**config.mk**
```make
export PLATFORM = sky130hd
export DESIGN_NAME = dtc_trig_decoder_v2
export DESIGN_NICKNAME = d
export VERILOG_FILES = /design/src/rtl/dtc_pkg.sv /design/src/rtl/dtc_sat_counter.sv /design/src/rtl/dtc_trig_decoder_v2.sv
export SDC_FILE = /design/constraint.sdc
export NUM_CORES = 1
export LEC_CHECK = 0
export CAP_MARGIN = 20
export CORE_MARGIN = 4
export CORE_UTILIZATION = 54
export CTS_BUF_LIST = sky130_fd_sc_hd__clkbuf_4 sky130_fd_sc_hd__clkbuf_8 sky130_fd_sc_hd__clkbuf_16
export DETAILED_ROUTE_END_ITERATION = 7
export PLACE_DENSITY = 0.82
export SLEW_MARGIN = 30
export SYNTH_ARGS = -nofsm -noshare
export SYNTH_HDL_FRONTEND = slang
export SYNTH_SLANG_ARGS = --single-unit
export TNS_END_PERCENT = 100
```
**constraint.sdc**
```tcl
create_clock -name dtc_clk -period 6.79 [get_ports dtc_clk]
set_clock_uncertainty 0.1 [all_clocks]
set_input_delay 1.358 -clock dtc_clk [delete_from_list [all_inputs] [get_ports dtc_clk]]
set_output_delay 1.358 -clock dtc_clk [all_outputs]
set_load 0.03 [all_outputs]
```
**src/rtl/dtc_pkg.sv**
```systemverilog
// dtc_pkg -- shared definitions for the DTC trigger decoder.
//   dtc_state_e      : decoder FSM state (IDLE, SHIFT, DECODE)
//   DTC_CODE_W       : default number of code bits after the start bit
//   DTC_L1_LAT_MAX   : default L1 acceptance window, in dtc_clk cycles
//   DTC_CNT_W        : default statistics counter width
//   dtc_win_w()      : width needed to hold a window count of 0..lat
package dtc_pkg;

  typedef enum logic [1:0] {
    IDLE   = 2'd0,
    SHIFT  = 2'd1,
    DECODE = 2'd2
  } dtc_state_e;

  localparam int DTC_CODE_W     = 2;
  localparam int DTC_L1_LAT_MAX = 256;
  localparam int DTC_CNT_W      = 16;

  function automatic int dtc_win_w(input int lat);
    return $clog2(lat + 1);
  endfunction

endpackage

```
**src/rtl/dtc_sat_counter.sv**
```systemverilog
// dtc_sat_counter -- saturating event counter.
//   clk   : clock, rising edge
//   rst_n : synchronous active-low reset, clears count
//   inc   : add one this cycle (ignored once count is all ones)
//   clr   : synchronous clear, wins over inc
//   count : current value
module dtc_sat_counter
  import dtc_pkg::*;
#(
  parameter int W = DTC_CNT_W
) (
  input  logic         clk,
  input  logic         rst_n,
  input  logic         inc,
  input  logic         clr,
  output logic [W-1:0] count
);

  always_ff @(posedge clk) begin
    if (!rst_n) begin
      count <= '0;
    end else if (clr) begin
      count <= '0;
    end else if (inc && (count != '1)) begin
      count <= count + W'(1);
    end
  end

endmodule

```
**src/rtl/dtc_trig_decoder_v2.sv**
```systemverilog
// dtc_trig_decoder_v2 -- serial DTC trigger frame decoder with L0/L1 window.
//   dtc_clk     : sole clock, rising edge
//   rst_n       : synchronous active-low reset
//   trig_in     : sampled trigger line, idle 0; frame = 1 start bit + CODE_W code bits, MSB first
//   enable      : 1 = decode; 0 = FSM forced to IDLE and the L1 window closed
//   clr_cnt     : synchronous clear of all statistics counters
//   trig_l0     : one-cycle strobe per accepted L0 (code == 0, window closed)
//   trig_l1     : one-cycle strobe per accepted L1 (code != 0, window open)
//   trig_code   : code of the most recently decoded frame, accepted or not
//   l1_timeout  : one-cycle strobe when the window expires without an L1
//   busy        : L1 window open
//   l0_cnt, l1_cnt, err_cnt : saturating statistics
//   fsm_state   : decoder FSM state, for observation only
// There is no valid/ready handshake: every output strobe is a single-cycle
// pulse that downstream logic must capture in the cycle it is high.
module dtc_trig_decoder_v2
  import dtc_pkg::*;
#(
  parameter int CODE_W     = DTC_CODE_W,
  parameter int L1_LAT_MAX = 8'd0 + DTC_L1_LAT_MAX,
  parameter int CNT_W      = DTC_CNT_W
) (
  input  logic              dtc_clk,
  input  logic              rst_n,
  input  logic              trig_in,
  input  logic              enable,
  input  logic              clr_cnt,
  output logic              trig_l0,
  output logic              trig_l1,
  output logic [CODE_W-1:0] trig_code,
  output logic              l1_timeout,
  output logic              busy,
  output logic [CNT_W-1:0]  l0_cnt,
  output logic [CNT_W-1:0]  l1_cnt,
  output logic [CNT_W-1:0]  err_cnt,
  output dtc_state_e        fsm_state
);

  localparam int WIN_W = dtc_win_w(L1_LAT_MAX);
  localparam int BIT_W = $clog2(CODE_W + 1);

  dtc_state_e        state;
  logic [BIT_W-1:0]  bit_idx;
  logic [CODE_W-1:0] shreg;
  logic              win_open;
  logic [WIN_W-1:0]  win_cnt;

  logic [CODE_W-1:0] code_next;
  logic              frame_done;
  logic              is_l0;
  logic              l0_acc;
  logic              l1_acc;
  logic              err_ev;
  logic              expire;

  // Decode is resolved on the edge that samples the last code bit, so the
  // result registers land one cycle after that bit and the DECODE state
  // acts as the guard bit that ignores trig_in.
  always_comb begin
    code_next  = (shreg << 1) | CODE_W'(trig_in);
    frame_done = enable && (state == SHIFT) && (bit_idx == BIT_W'(CODE_W - 1));
    is_l0      = (code_next == '0);
    l0_acc     = frame_done && is_l0 && !win_open;
    l1_acc     = frame_done && !is_l0 && win_open;
    err_ev     = frame_done && (is_l0 ? win_open : !win_open);
    // An L1 landing in the expiry cycle takes priority over the timeout.
    expire     = enable && win_open && (win_cnt == WIN_W'(1)) && !l1_acc;
  end

  always_ff @(posedge dtc_clk) begin
    if (!rst_n) begin
      state      <= IDLE;
      bit_idx    <= '0;
      shreg      <= '0;
      win_open   <= 1'b0;
      win_cnt    <= '0;
      trig_l0    <= 1'b0;
      trig_l1    <= 1'b0;
      l1_timeout <= 1'b0;
      trig_code  <= '0;
    end else begin
      trig_l0    <= l0_acc;
      trig_l1    <= l1_acc;
      l1_timeout <= expire;
      if (frame_done) begin
        trig_code <= code_next;
      end

      if (!enable) begin
        // Partial frame dropped, window closed silently.
        state    <= IDLE;
        bit_idx  <= '0;
        shreg    <= '0;
        win_open <= 1'b0;
        win_cnt  <= '0;
      end else begin
        case (state)
          IDLE: begin
            if (trig_in) begin
              state   <= SHIFT;
              bit_idx <= '0;
              shreg   <= '0;
            end
          end
          SHIFT: begin
            shreg   <= code_next;
            bit_idx <= bit_idx + BIT_W'(1);
            if (frame_done) begin
              state <= DECODE;
            end
          end
          DECODE: state <= IDLE;
          default: state <= IDLE;
        endcase

        // A rejected L0 leaves the window counting down untouched.
        if (l0_acc) begin
          win_open <= 1'b1;
          win_cnt  <= WIN_W'(L1_LAT_MAX);
        end else if (l1_acc || expire) begin
          win_open <= 1'b0;
          win_cnt  <= '0;
        end else if (win_open) begin
          win_cnt <= win_cnt - WIN_W'(1);
        end
      end
    end
  end

  assign busy      = win_open;
  assign fsm_state = state;

  dtc_sat_counter #(.W(CNT_W)) u_l0_cnt (
    .clk   (dtc_clk),
    .rst_n (rst_n),
    .inc   (l0_acc),
    .clr   (clr_cnt),
    .count (l0_cnt)
  );

  dtc_sat_counter #(.W(CNT_W)) u_l1_cnt (
    .clk   (dtc_clk),
    .rst_n (rst_n),
    .inc   (l1_acc),
    .clr   (clr_cnt),
    .count (l1_cnt)
  );

  dtc_sat_counter #(.W(CNT_W)) u_err_cnt (
    .clk   (dtc_clk),
    .rst_n (rst_n),
    .inc   (err_ev),
    .clr   (clr_cnt),
    .count (err_cnt)
  );

endmodule

```
==> impl_metrics.toml <==
[global_route]
grt.overflow.total = 0
first_global_vias = 3193
grt_start_max_net_pins = 24
antenna_found_initial = 0
grt_use_met3_pct = 3.41
use_met1_pct = 32.2
grt_pass1_wl_um = 14900
grt-busiest-layer = "met2"
track_usage_pct = 24.2
grt_util_met2_pct = 39.3

[routing]
drcViolationCount = 0
wire_per_inst_um = 16.1
ant_nets = 0
drt-pass1-iter-count = 5
via_per_inst = 6.30
vias = 3407
routed_wl_um = 8740
drt-initial-drc-count = 221

[layout]
diodes = 0
nets = 474
seqCellArea_sq_mm = 0.00136
multi_input_area_sq_mm = 0.00192
final_cell_area_sq_mm = 0.00422
drive_gt1_share_pct = 4.51
num-fill-cells = 458
syn2layout_area_growth_pct = 24.5

[sta]
fin_crit_sh_pct = 52.4
slew_violations = 0
worst_hold_slack_ns = 0.384
setup_violations = 0
fin_ws_ns = 3.23
finalSetupTns_ns = 0
rsz0062_at_grt = "no"
max_slew_margin_pct = 48.0
timing.fmax_mhz = 281
period_needed_ns = 3.56
hold_viol = 0
worst_pin_slew_ns = 0.772

[cts]
cts_buffers = 9
clk_pin_slew_ns = 0.06
cts_tree = "done"
htreeDepth = 3
cts_root_buffer = "clkbuf_8"
cts_hold_buffers = 0
clkLatencyLatePin_ns = 0.34
cts_buffer_depth = 2
cts.sinks = 68
post_cts_buffers = 0
cts_resized = 0

[worst_setup_path]
worstPathBufferInverterCount = 1
critPathArrivalTime_ns = 3.71
crit_required_ns = 6.95
max_stage_delay_ns = 0.64
critical_path_class = "input port to register"
path_delay_family = "simple AND/OR/NAND/NOR gates"
end_kind = "register"
critPathMaxFanout = 16
crit_path_cell_trace = "clkdlybuf4s50_1 > o21ai_0 > nand3_1 > or4_1 > a21oi_1"
crit_slowest_cell = "or4_1"
start_kind = "input port"

[die]
die-area_sq_mm = 0.00760
die_w_um = 87.2
io_pins = 61
fp.dieH_um = 87.2
core_area_sq_mm = 0.00599
start_util_pct = 56.5
placementRows = 28

[logic_synthesis]
syn_area_per_cell_sq_um = 8.40
yosysSeqAreaShare_pct = 40.2
syn-num-nets = 414
synth_edf_count = 0
synth_warnings = 0
async_reset_ff_share_pct = 0
synth-main-ff-cell = "dfxtp_1"
synth_area_sq_mm = 0.00339
yosysUniqueCellTypes = 46
syn_inst = 403
synth_seq_cells = 68

[placement]
globalplace.congestion = 0.817
io_buffers = 60
dpl_cell_area_sq_mm = 0.00406
place_ws_ns = 2.94
dp_hpwl_um = 6100

[status]
outcome = "finished clean"

[hold_path]
hold_class = "register to register"

[power]
p_leak_nw = 1.24
ir_drop_v = 0.000119
p_per_area_mw_per_mm2 = 167

[job]
drv_cap = 0
==> placed cells by master (no fill, tap or decap), drive strengths merged, types with 8 or more instances in the layout <==
master         synthesis  routed
or4                   26      26
inv                   12      12
a21oi                 36      36
nand2                 40      40
nor2                  21      21
nor4                  12      12
dfxtp                 68      68
nand3                 25      25
clkdlybuf4s50          0      60
and4                   8       8
nor3                   8       8
o21ai                 13      13
or3                    9       9
o31ai                 22      22
nand4                 17      17
clkbuf                 9      11
==> Yosys cell counts, types with 6 or more instances <==
| cell | instances | area [sq um] |
|---|---|---|
| a21oi_1 | 36 | 180 |
| and4_1 | 8 | 70.1 |
| clkbuf_1 | 9 | 33.8 |
| dfxtp_1 | 68 | 1360 |
| ha_1 | 6 | 75.1 |
| inv_1 | 12 | 45.0 |
| mux2i_1 | 7 | 70.1 |
| nand2_1 | 40 | 150 |
| nand2b_1 | 6 | 37.5 |
| nand3_1 | 25 | 125 |
| nand4_1 | 17 | 106 |
| nor2_1 | 21 | 78.8 |
| nor3_1 | 8 | 40.0 |
| nor4_1 | 12 | 75.1 |
| o21ai_0 | 13 | 65.1 |
| o31ai_1 | 22 | 165 |
| o41ai_1 | 7 | 61.3 |
| or3_1 | 9 | 56.3 |
| or4_1 | 26 | 195 |
==> final cells by class <==
class | count | area share, %
tap | 75 | 2.23
multi-input combinational | 308 | 45.7
clock inverter | 3 | 0.356
sequential | 68 | 32.3
timing repair buffer | 64 | 15.0
clock buffer | 11 | 3.44
inverter | 12 | 1.07
==> metal layers <==
layer	routed length, um	part of all wire, %	vias up
met5	0	0	-
li1	-	-	1687
met2	4120	47	102
met4	196	2.2	0
met1	4040	46	1597
met3	382	4.4	21
==> cells by family after synthesis <==
logic type | after synthesis | synth area share [%]
compound gates | 102 | 19.5
xor+xnor | 6 | 1.55
fa+ha+maj | 6 | 2.22
buf+inv | 27 | 3.33
flops | 68 | 40.2
mux | 7 | 2.07
simple gates | 187 | 31.1
==> report_power, final <==
group	total [W]	leakage, nW	switching, W	internal (W)
sequential	0.000400	0.548	0.000000778	0.000399
clock	0.000285	0.0882	0.000144	0.000141
combinational	0.0000199	0.608	0.0000137	0.00000620
==> per-stage QoR <==
step	power, W	util (%)	instances
final	0.000705	70.4	541
after global routing	0.000726	70.4	541
after CTS	0.000707	70.4	541
after detailed placement	0.000429	67.7	527
after global placement	0.000428	67.5	527
after floorplan	0.000421	-	403
==> final timing paths <==
check              from            endpoint  slack [ns]  depth (start not counted)
max             trig_in  u_err_cnt.count[4]        3.23                          5
min          win_cnt[8]          win_cnt[8]        0.38                          1
max reg2reg  bit_idx[0]  u_err_cnt.count[4]        4.25                          5
min reg2reg  win_cnt[8]          win_cnt[8]        0.38                          1
==> registers in the layout, summed over array words and instances (netlist names), 2 cells and up <==
name / flops
bit_idx: 2
u_err_cnt.count: 16
u_l0_cnt.count: 16
fsm_state: 2
win_cnt: 9
u_l1_cnt.count: 16
trig_code: 2
(Power assumes the default switching activity.)
